[src/rtl/multicycle_controller_pkg.sv]
// Shared encodings for the multicycle RV32I control path.
//   - opcode constants for the supported instruction subset
//   - FSM state, ALUOp, immediate-type and result-select enums
//   - ALU control codes and the opcode -> immediate-type decode
package pa_riscv;

  localparam logic [6:0] OP_LW    = 7'b0000011;
  localparam logic [6:0] OP_SW    = 7'b0100011;
  localparam logic [6:0] OP_RTYPE = 7'b0110011;
  localparam logic [6:0] OP_ITYPE = 7'b0010011;
  localparam logic [6:0] OP_BEQ   = 7'b1100011;
  localparam logic [6:0] OP_JAL   = 7'b1101111;

  typedef enum logic [3:0] {
    S_FETCH    = 4'd0,
    S_DECODE   = 4'd1,
    S_MEMADR   = 4'd2,
    S_MEMREAD  = 4'd3,
    S_MEMWB    = 4'd4,
    S_MEMWRITE = 4'd5,
    S_EXECUTER = 4'd6,
    S_EXECUTEI = 4'd7,
    S_ALUWB    = 4'd8,
    S_BEQ      = 4'd9,
    S_JAL      = 4'd10
  } ty_state;

  typedef enum logic [1:0] {
    ALUOP_ADD   = 2'b00,
    ALUOP_SUB   = 2'b01,
    ALUOP_FUNCT = 2'b10
  } ty_aluOp;

  typedef enum logic [1:0] {
    IMM_I = 2'b00,
    IMM_S = 2'b01,
    IMM_B = 2'b10,
    IMM_J = 2'b11
  } ty_immSrc;

  typedef enum logic [1:0] {
    RES_ALUOUT    = 2'b00,
    RES_DATA      = 2'b01,
    RES_ALURESULT = 2'b10
  } ty_resultSrc;

  localparam logic [2:0] ALU_ADD = 3'b000;
  localparam logic [2:0] ALU_SUB = 3'b001;
  localparam logic [2:0] ALU_AND = 3'b010;
  localparam logic [2:0] ALU_OR  = 3'b011;
  localparam logic [2:0] ALU_SLT = 3'b101;

  function automatic ty_immSrc imm_src(input logic [6:0] opcode);
    case (opcode)
      OP_SW:   return IMM_S;
      OP_BEQ:  return IMM_B;
      OP_JAL:  return IMM_J;
      default: return IMM_I;
    endcase
  endfunction

endpackage

[src/rtl/multicycle_controller_alu_decoder.sv]
// ALU operation decode from ALUOp and instruction fields.
//   i_aluOp      ALUOp from the main FSM
//   i_funct3     instr[14:12]
//   i_opb5       instr[5]: distinguishes R-type (1) from I-type (0)
//   i_funct7b5   instr[30]
//   o_aluControl ALU operation code
module alu_decoder
  import pa_riscv::*;
(
  input  ty_aluOp    i_aluOp,
  input  logic [2:0] i_funct3,
  input  logic       i_opb5,
  input  logic       i_funct7b5,
  output logic [2:0] o_aluControl
);

  always_comb begin
    o_aluControl = ALU_ADD;
    case (i_aluOp)
      ALUOP_SUB:   o_aluControl = ALU_SUB;
      ALUOP_FUNCT: begin
        case (i_funct3)
          // addi never subtracts, even with instr[30] set
          3'b000:  o_aluControl = (i_opb5 && i_funct7b5) ? ALU_SUB : ALU_ADD;
          3'b010:  o_aluControl = ALU_SLT;
          3'b110:  o_aluControl = ALU_OR;
          3'b111:  o_aluControl = ALU_AND;
          default: o_aluControl = ALU_ADD;
        endcase
      end
      default:     o_aluControl = ALU_ADD;
    endcase
  end

endmodule

[src/rtl/multicycle_controller.sv]
// Main control FSM for the multicycle RV32I subset (lw, sw, R, I-ALU, beq, jal).
// All outputs are combinational from state and inputs.
//   i_clk, i_arst_n          clock, async active-low reset
//   i_opcode/funct3/funct7b5 instruction fields from the IR
//   i_zero, i_memReady       ALU zero flag, memory completion handshake
//   o_*                      datapath enables/selects, ALU op, immSrc,
//                            retire and illegal-opcode pulses
//
// state      | meaning
// -----------+------------------------------------------------
// FETCH      | read instr at PC, PC+4 -> PC when memory ready
// DECODE     | read regs, oldPC+imm -> ALUOut, dispatch
// MEMADR     | rs1+imm -> ALUOut (load/store address)
// MEMREAD    | read memory at ALUOut until ready
// MEMWB      | load data -> rd
// MEMWRITE   | write memory at ALUOut until ready
// EXECUTER   | rs1 op rs2
// EXECUTEI   | rs1 op imm
// ALUWB      | ALUOut -> rd
// BEQ        | rs1-rs2, take branch target from ALUOut if zero
// JAL        | ALUOut (target) -> PC, oldPC+4 -> ALUOut
module multicycle_controller
  import pa_riscv::*;
(
  input  logic       i_clk,
  input  logic       i_arst_n,
  input  logic [6:0] i_opcode,
  input  logic [2:0] i_funct3,
  input  logic       i_funct7b5,
  input  logic       i_zero,
  input  logic       i_memReady,
  output logic       o_pcWrite,
  output logic       o_adrSrc,
  output logic       o_memWrite,
  output logic       o_irWrite,
  output logic [1:0] o_resultSrc,
  output logic [1:0] o_aluSrcA,
  output logic [1:0] o_aluSrcB,
  output logic [2:0] o_aluControl,
  output logic       o_regWrite,
  output logic [1:0] o_immSrc,
  output logic       o_retired,
  output logic       o_illegal
);

  ty_state state_q, state_d;
  ty_aluOp aluOp;

  always_ff @(posedge i_clk or negedge i_arst_n) begin
    if (!i_arst_n) state_q <= S_FETCH;
    else           state_q <= state_d;
  end

  always_comb begin
    state_d     = state_q;
    aluOp       = ALUOP_ADD;
    o_pcWrite   = 1'b0;
    o_adrSrc    = 1'b0;
    o_memWrite  = 1'b0;
    o_irWrite   = 1'b0;
    o_resultSrc = RES_ALUOUT;
    o_aluSrcA   = 2'b00;
    o_aluSrcB   = 2'b00;
    o_regWrite  = 1'b0;
    o_retired   = 1'b0;
    o_illegal   = 1'b0;
    case (state_q)
      S_FETCH: begin
        o_aluSrcB   = 2'b10;
        o_resultSrc = RES_ALURESULT;
        // memReady is ignored while reset is held, so PC/IR stay untouched
        o_pcWrite   = i_memReady && i_arst_n;
        o_irWrite   = i_memReady && i_arst_n;
        if (i_memReady) state_d = S_DECODE;
      end
      S_DECODE: begin
        o_aluSrcA = 2'b01;
        o_aluSrcB = 2'b01;
        case (i_opcode)
          OP_LW, OP_SW: state_d = S_MEMADR;
          OP_RTYPE:     state_d = S_EXECUTER;
          OP_ITYPE:     state_d = S_EXECUTEI;
          OP_BEQ:       state_d = S_BEQ;
          OP_JAL:       state_d = S_JAL;
          default: begin
            o_illegal = 1'b1;
            state_d   = S_FETCH;
          end
        endcase
      end
      S_MEMADR: begin
        o_aluSrcA = 2'b10;
        o_aluSrcB = 2'b01;
        state_d   = (i_opcode == OP_SW) ? S_MEMWRITE : S_MEMREAD;
      end
      S_MEMREAD: begin
        o_adrSrc = 1'b1;
        if (i_memReady) state_d = S_MEMWB;
      end
      S_MEMWB: begin
        o_resultSrc = RES_DATA;
        o_regWrite  = 1'b1;
        o_retired   = 1'b1;
        state_d     = S_FETCH;
      end
      S_MEMWRITE: begin
        o_adrSrc   = 1'b1;
        o_memWrite = 1'b1;
        if (i_memReady) begin
          o_retired = 1'b1;
          state_d   = S_FETCH;
        end
      end
      S_EXECUTER: begin
        o_aluSrcA = 2'b10;
        aluOp     = ALUOP_FUNCT;
        state_d   = S_ALUWB;
      end
      S_EXECUTEI: begin
        o_aluSrcA = 2'b10;
        o_aluSrcB = 2'b01;
        aluOp     = ALUOP_FUNCT;
        state_d   = S_ALUWB;
      end
      S_ALUWB: begin
        o_regWrite = 1'b1;
        o_retired  = 1'b1;
        state_d    = S_FETCH;
      end
      S_BEQ: begin
        o_aluSrcA = 2'b10;
        aluOp     = ALUOP_SUB;
        o_pcWrite = i_zero;
        o_retired = 1'b1;
        state_d   = S_FETCH;
      end
      S_JAL: begin
        o_aluSrcA = 2'b01;
        o_aluSrcB = 2'b10;
        o_pcWrite = 1'b1;
        state_d   = S_ALUWB;
      end
      default: state_d = S_FETCH;
    endcase
  end

  assign o_immSrc = imm_src(i_opcode);

  alu_decoder u_alu_decoder (
    .i_aluOp      (aluOp),
    .i_funct3     (i_funct3),
    .i_opb5       (i_opcode[5]),
    .i_funct7b5   (i_funct7b5),
    .o_aluControl (o_aluControl)
  );

endmodule

[config.mk]
export PLATFORM = sky130hd
export DESIGN_NAME = multicycle_controller
export DESIGN_NICKNAME = d
export VERILOG_FILES = /design/src/rtl/multicycle_controller_pkg.sv /design/src/rtl/multicycle_controller_alu_decoder.sv /design/src/rtl/multicycle_controller.sv
export SDC_FILE = /design/constraint.sdc
export NUM_CORES = 1
export LEC_CHECK = 0
export CORE_MARGIN = 2
export CORE_UTILIZATION = 41
export CTS_CLUSTER_DIAMETER = 150
export DETAILED_ROUTE_END_ITERATION = 10
export GPL_ROUTABILITY_DRIVEN = 0
export PLACE_DENSITY = 0.83
export SLEW_MARGIN = 20
export SYNTH_ARGS = -nofsm -noshare
export SYNTH_HDL_FRONTEND = slang
export SYNTH_SLANG_ARGS = --single-unit
[constraint.sdc]
create_clock -name i_clk -period 4.3 [get_ports i_clk]
set_input_delay 0.86 -clock i_clk [delete_from_list [all_inputs] [get_ports i_clk]]
set_output_delay 0.86 -clock i_clk [all_outputs]
set_load 0.02 [all_outputs]
* Word level (Yosys, flattened, before mapping)
Cells that the tools add are included.
Operators by class: eq/ne operators 24, multiplexer cells 23, reductions and logical operators 16
Operators by type and width (count):
- 4-bit one-hot mux with 6 select lines | 1
- 4-bit one-hot mux with 5 select lines | 1
- 4-bit by 3-bit equality test with 1-bit output (second input constant) | 4
- 2-bit one-hot mux with 2 select lines | 4
- 7-bit by 6-bit equality test with 1-bit output (second input constant) | 2
- 7-bit equality test (second input constant) | 2
- 4-bit equality test (second input constant) | 3
- 4-bit 2-to-1 mux | 3
- 3-bit one-hot mux with 4 select lines | 1
- 2-bit OR reduction | 6
- 3-bit OR reduction | 3
- 4-bit by 2-bit equality test with 1-bit output (second input constant) | 2
- 1-bit 2-to-1 mux | 8
- 7-bit by 2-bit equality test with 1-bit output (second input constant) | 1
- 7-bit by 5-bit equality test with 1-bit output (second input constant) | 1
- 3-bit equality test (second input constant) | 2
- 2-bit inequality test (second input constant) | 3
- 2-bit one-hot mux with 3 select lines | 1
- 3-bit one-hot mux with 2 select lines | 1
- 6-bit OR reduction | 1
- 4-bit by 1-bit equality test with 1-bit output (second input constant) | 1
- 4-bit logical NOT | 1
- 4-bit OR reduction | 1
- 3-bit by 2-bit equality test with 1-bit output (second input constant) | 1
- other kinds (8) | 9
Storage, ports and cells: register bits 4, bits of input ports 15, output and inout bits 18, word-level logic and storage cells 64

* Depth between registers and ports, before layout
Gate-level depths: netlist of run 1.
depth in word-level cells 5, gate-level depth with buffers 7

* By module
A second synthesis of run 1 with hierarchy kept.
Second synthesis, totals: cells, all modules 91, area, all modules 655.6 um2
By module, submodules not included:
- multicycle_controller | times used 1, cells each 80, area each 559.3 um2, seq. area each 100.1 um2
- alu_decoder | times used 1, cells each 11, area each 96.3 um2, seq. area each 0.0 um2

* Worst setup path before layout of run 1
No wires, ideal clock.
kind reg2out, from register state_q[1], to output o_aluControl[2], data arrival time 1.889 ns, required time 3.440 ns, slack 1.551 ns, stages on the path, launching flop included 6, buffers on the path 0, path through dfrtp_1 > nand2b_1 > or2_2 > inv_1 > ha_1 > nor4_1
Between the ends: word-level cells in the longest chain between the ends 5, elaborated cells between the ends (all ways) 8, classes of those cells 5 x eq/ne; 2 x mux; 1 x reduce/logical
Ends and longest elaborated chain:
- start: declaration | RTL line multicycle_controller.sv:46 | ty_state state_q, state_d;
- start signal: assignment | RTL line multicycle_controller.sv:51 | else state_q <= state_d;
- 4-bit by 3-bit equality test with 1-bit output | RTL line multicycle_controller.sv:67 | case (state_q)
- 2-bit OR reduction (no line)
- 2-bit one-hot mux with 2 select lines * | RTL line multicycle_controller.sv:67
- 2-bit equality test or 2-bit by 1-bit equality test with 1-bit output (tied branches) | RTL line multicycle_controller_alu_decoder.sv:19 | case (i_aluOp)
- 3-bit one-hot mux with 2 select lines * | RTL line multicycle_controller_alu_decoder.sv:19
- end: declaration | RTL line multicycle_controller.sv:39 | output logic [2:0] o_aluControl,
Mark *: on every way between the ends. The rest lies on a longest branch, timed or not.

* Worst setup path after layout of run 1
Same ends and word-level chain as after synthesis.

==> impl_metrics.py, run 1 <==
metrics = {
    "clock_tree": {
        "hold_buffers": 0,
        "cts_setup_buffers": 0,
        "clockRootBuffer": "clkbuf_4",
        "cts_buffer_depth": 2,
        "cts_sinks": 4,
        "cts_tree": "done",
        "clkSlewWorstSetupHoldPaths_ps": 50,
        "h-tree-depth": 1,
        "cts_made_buffers": 3,
        "cts_resized": 0,
        "clk-insertion-delay-late_ps": 250,
    },
    "final_layout": {
        "largest_reg_flops": 4,
        "fin_nets": 139,
        "regArea_um2": 100.1,
        "antennaDiodeCount": 0,
        "stdcell_area_um2": 959.7,
        "layout_common_cells": "clkdlybuf4s50_1, nor2_1, nand2_1",
        "largest-register": "state_q",
        "nFillCells": 131,
        "stdcell_count": 136,
        "drive_gt1_share_pct": 5.833,
        "syn_to_final_growth_pct": 54.64,
        "reg.largest.list": "state_q: 4 flops",
        "multi_input_area_um2": 474.2,
        "layout_commonest_cell": "clkdlybuf4s50_1",
    },
    "floorplanning": {
        "die_h_um": 42.91,
        "start_util_pct": 42.69,
        "die_x_um": 42.91,
        "core_area_um2": 1454,
        "rows": 14,
        "die_area_um2": 1841,
        "ios": 33,
    },
    "logic_synthesis": {
        "async_reset_ff_share_pct": 100.0,
        "ys_types": 36,
        "synth_nets": 107,
        "yosysSeqAreaShare_pct": 16.13,
        "avgSynthCellArea_um2": 6.896,
        "synth_edf_count": 0,
        "yosys.area.top_type": "dfrtp_1",
        "synth_top_area_share_pct": 16.13,
        "synthFlopType": "dfrtp_1",
        "synthCells": 90,
        "ys_ff_latch": 4,
        "synthTopCellsByArea": "dfrtp_1, a21oi_1, nand2b_1, nand2_1, nor2_1",
        "ys_warn_count": 0,
        "synthesis.area_um2": 620.6,
    },
    "placed_design": {
        "portBuffers": 32,
        "placement.cell_area_um2": 937.1,
        "hpwl_mm": 1.351,
        "dp_cells": 133,
    },
    "critical_path": {
        "cp_max_fo": 15,
        "r2r_slack_ps": 2710,
        "setup.worst_path.end_class": "output port",
        "critPathKind": "flop to output port",
        "required_ps": 3440,
        "crit_path_start_kind": "flop",
        "crit_arrival_ps": 2690,
    },
    "pwr": {
        "comb_power_share_pct": 54.0,
        "p_per_area_nw_per_um2": 237.3,
        "seq_power_share_pct": 23.8,
        "peakVddDrop_mv": 0.1616,
        "leakagePower_nw": 0.3929,
        "p_clk_share_pct": 22.2,
        "p_int_uw": 133.9,
        "netSwitchingFraction_pct": 41.22,
        "switchingPower_uw": 93.87,
    },
    "grt": {
        "antenna_found_initial": 0,
        "grt_usage_pct": 20.93,
        "grt_pass1_wl_mm": 2.953,
        "grt_max_degree": 16,
        "grt_pass1_vias": 685,
        "grt_overflow_total": 0,
    },
    "detailed_routing": {
        "drc_errors": 0,
        "drt-pass1-iter-count": 4,
        "drt_iter0_markers": 10,
        "via_per_inst": 5.743,
        "routed_wl_mm": 1.796,
        "via_count": 781,
        "wire_per_inst_um": 13.21,
        "ant_nets": 0,
    },
    "sta": {
        "max_slew_margin_pct": 67.41,
        "finalCritPeriodShare_pct": 82.61,
        "fin_skew_ps": 14.80,
        "hold_viol": 0,
        "rsz0062_at_grt": "no",
        "worst_pin_slew_ps": 488.8,
        "fmax_ghz": 0.2815,
        "setup_viol": 0,
        "fin_crit_ps": 3552,
        "drv_slew": 0,
        "tns_ps": 0,
    },
    "status": {
        "status": "finished, final reports clean",
    },
    "flow_run": {
        "maxCapViolCount": 0,
    },
    "hold_path": {
        "hold_path.class": "flop to flop",
    },
}
final cells by class:
| type | instances | share of cell area [%] |
|---|---|---|
| Multi-Input combinational cell | 75 | 49.41 |
| Timing Repair Buffer | 32 | 33.38 |
| Sequential cell | 4 | 10.43 |
| Clock buffer | 3 | 2.347 |
| Inverter | 6 | 2.347 |
| Tap cell | 16 | 2.086 |
kinds of logic (layout without fill, tap and decap cells):
group	Yosys count	count (layout)	share of synthesized area [%]
DFF	4	4	16.13
muxes	1	1	1.613
buffers and inverters	11	41	7.459
AOI/OAI and AO/OA	25	25	26.82
xor gates and xnor gates	2	2	2.823
and+or+nand+nor	45	45	41.13
adders and majority gates	2	2	4.032
per-stage QoR:
step	hold WS [ps]	util [%]	power, mW	worst slack [ps]
after floorplan	564.4	-	0.1199	1551
after global placement	678.4	64.46	0.1752	883.0
after detailed placement	685.5	64.46	0.1768	791.7
after CTS	693.9	66.01	0.2281	749.1
after global routing	753.6	66.01	0.2425	619.1
final	710.7	66.01	0.2278	747.8
synthesized netlist by cell type (3+ instances only):
master,n
nor2_1,9
nand2_1,9
dfrtp_1,4
a21oi_1,8
nor4_1,3
and3_1,5
buf_2,4
nand2b_1,6
o21ai_0,4
inv_1,6
critical path: stages, from the launching register on:
cell and delay [ps]:
dfrtp_1 550, nand2b_1 300, or2_2 360, inv_1 60
ha_1 230, nor4_1 260, clkdlybuf4s50_1 670
per-layer routing:
layer / wire length [um] / GRT usage (%)
met3: 80 / 4.255
met1: 792 / 24.55
met2: 917 / 37.88
met5: 0 / 0
met4: 6 / 5.625
power by group through the flow:
stage	Clock (mW)	Sequential, mW	Combinational [mW]
6_report	0.0506	0.0542	0.123
5_1_grt	0.0552	0.0555	0.132
4_1_cts	0.0511	0.0538	0.123
3_5_place_dp	0	0.0542	0.123
3_3_place_gp	0	0.0542	0.121
2_1_floorplan	0	0.0449	0.0750
final timing paths:
kind	from	endpoint	depth (start not counted)
max	state_q[1]	o_aluControl[2]	6
min reg2reg	state_q[3]	state_q[0]	1
min	state_q[3]	state_q[0]	1
max reg2reg	state_q[1]	state_q[2]	4
min in group asynchronous	i_arst_n	state_q[1]	1
max in group asynchronous	i_arst_n	state_q[0]	1
No activity file was read; power rests on OpenSTA's default activity.
==> run 2, diff against run 1 <==
--- a/config.mk
+++ b/config.mk
@@ -5,12 +5,13 @@
 export SDC_FILE = /design/constraint.sdc
 export NUM_CORES = 1
 export LEC_CHECK = 0
+export CORE_ASPECT_RATIO = 1.25
 export CORE_MARGIN = 2
-export CORE_UTILIZATION = 41
+export CORE_UTILIZATION = 38
 export CTS_CLUSTER_DIAMETER = 150
 export DETAILED_ROUTE_END_ITERATION = 10
 export GPL_ROUTABILITY_DRIVEN = 0
-export PLACE_DENSITY = 0.83
+export PLACE_DENSITY = 0.78
 export SLEW_MARGIN = 20
 export SYNTH_ARGS = -nofsm -noshare
 export SYNTH_HDL_FRONTEND = slang
==> constraint.sdc (replaced) <==
create_clock -name i_clk -period 3.5 [get_ports i_clk]
set_input_delay 0.7 -clock i_clk [delete_from_list [all_inputs] [get_ports i_clk]]
set_output_delay 0.7 -clock i_clk [all_outputs]
set_load 0.02 [all_outputs]
==> run 2 against run 1 <==
Effect of this change:
- core utilization decreased by 1.6 points
- clock skew decreased by 6.9 ps
- final area increased by 3.4%
- register-to-register slack got worse by 750 ps
- wire length decreased by 3.3%
- non-clock buffer count increased by 4
- clock power increased by 19%
- die area increased by 7.3%
- sequential power increased by 1%
- combinational power increased by 37%
- setup slack got worse by 510 ps
==> impl_metrics.py, run 2 (synthesized netlist as in run 1, its figures left out) <==
metrics = {
    "status": {
        "status": "finished, final reports clean",
    },
    "final_layout": {
        "largest_reg_flops": 4,
        "syn_to_final_growth_pct": 59.88,
        "drive_gt1_share_pct": 8.871,
        "final_util_pct": 64.37,
        "largest-register": "state_q",
        "stdcell_area_um2": 992.2,
        "antennaDiodeCount": 0,
        "reg.largest.list": "state_q: 4 flops",
        "layout_commonest_cell": "clkdlybuf4s50_1",
        "layout_common_cells": "clkdlybuf4s50_1, nor2_1, nand2_1",
        "fin_nets": 143,
    },
    "clock_tree": {
        "cts_made_buffers": 3,
        "clockRootBuffer": "clkbuf_4",
        "clk-insertion-delay-late_ps": 250,
        "cts_tree": "done",
        "cts_resized": 0,
        "hold_buffers": 0,
        "cts_buffer_depth": 2,
        "clkSlewWorstSetupHoldPaths_ps": 40,
        "cts_setup_buffers": 0,
        "cts_sinks": 4,
        "h-tree-depth": 1,
    },
    "placed_design": {
        "hpwl_mm": 1.359,
        "portBuffers": 32,
        "dp_slack_ps": 361.9,
        "placement.cell_area_um2": 969.7,
    },
    "hold_path": {
        "hold_path.class": "primary input to async pin",
    },
    "floorplanning": {
        "die_x_um": 40.15,
        "ios": 33,
        "core_area_um2": 1541,
        "rows": 16,
        "die_area_um2": 1974,
        "die_h_um": 49.18,
        "start_util_pct": 40.26,
    },
    "detailed_routing": {
        "drt_iter0_markers": 22,
        "wire_per_inst_um": 12.23,
        "ant_nets": 0,
        "drt-pass1-iter-count": 4,
        "via_per_inst": 5.599,
        "via_count": 795,
        "drc_errors": 0,
        "routed_wl_mm": 1.736,
    },
    "critical_path": {
        "crit_path_start_kind": "flop",
        "critPathKind": "flop to output port",
        "setup.worst_path.end_class": "output port",
        "crit_arrival_ps": 2560,
        "cp_max_fo": 9,
        "required_ps": 2800,
    },
    "sta": {
        "setup_viol": 0,
        "fin_crit_ps": 3257,
        "fin_skew_ps": 7.935,
        "tns_ps": 0,
        "max_slew_margin_pct": 78.55,
        "hold_viol": 0,
        "rsz0062_at_grt": "no",
        "timing.final.ws_setup_ps": 242.7,
        "fmax_ghz": 0.3070,
        "worst_pin_slew_ps": 319.9,
        "drv_slew": 0,
        "finalCritPeriodShare_pct": 93.06,
    },
    "grt": {
        "grt_pass1_vias": 700,
        "grt_overflow_total": 0,
        "grt_max_degree": 15,
        "grt_util_met3_pct": 5.479,
        "grt_pass1_wl_mm": 3.001,
        "antenna_found_initial": 0,
        "grt_use_met2_pct": 37.10,
        "top_usage_layer": "met2",
        "gr-usage-met1_pct": 23.30,
        "grt_usage_pct": 21.57,
    },
    "pwr": {
        "leakagePower_nw": 0.4142,
        "p_per_area_nw_per_um2": 286.8,
        "total_power_uw": 284.5,
        "peakVddDrop_mv": 0.1511,
    },
    "flow_run": {
        "maxCapViolCount": 0,
    },
}
==> run 2: cell count changes in the layout (fill, tap and decap cells not counted) <==
cell   before  now
buf_4       0    4
==> run 2: worst max-delay path, stage by stage, from the launching register on <==
cell	delay [ps]
dfrtp_1	470
nand2b_1	280
or2_2	360
inv_1	70
ha_1	230
nor4_1	260
clkdlybuf4s50_1	650
==> run 2: report_power, final <==
group / switching [mW] / internal [mW]
Sequential: 0.00455 / 0.0505
Clock: 0.0219 / 0.0385
Combinational: 0.0882 / 0.0808
Total: 0.115 / 0.170
==> run 2: path summary, 6_finish.rpt <==
| check | slack (ps) | depth (start not counted) | end | start |
|---|---|---|---|---|
| worst min register to register | 670 | 2 | state_q[0] | state_q[3] |
| min in group i_clk | 670 | 2 | state_q[0] | state_q[3] |
| worst max-delay path | 240 | 6 | o_aluControl[2] | state_q[1] |
| max in group asynchronous | 2630 | 1 | state_q[0] | i_arst_n |
| worst min-delay path | 670 | 1 | state_q[1] | i_arst_n |
| worst max register to register | 1960 | 5 | state_q[2] | state_q[3] |
==> run 2: layer usage <==
layer | wire [um] | share of wire (%) | vias up
li1 | - | - | 396
met2 | 908 | 52 | 27
met4 | 28 | 1.6 | 0
met1 | 719 | 41 | 368
met3 | 80 | 4.6 | 4
met5 | 0 | 0 | -
==> run 2: layout make-up <==
cell class              instances  area (um^2)
clock buffers                   3        22.52
fillers                       144        549.3
inverters                       6        22.52
multi-input cells              75        474.2
flip-flops and latches          4        100.1
well taps                      18        22.52
repair buffers                 36        350.3
==> run 2: metrics by stage <==
stage               std cells  hold slack (ps)
floorplan                  90            404.4
global placement          139            601.0
detailed placement        139            639.2
CTS                       142            649.8
global route              142            682.3
finish                    142            668.6
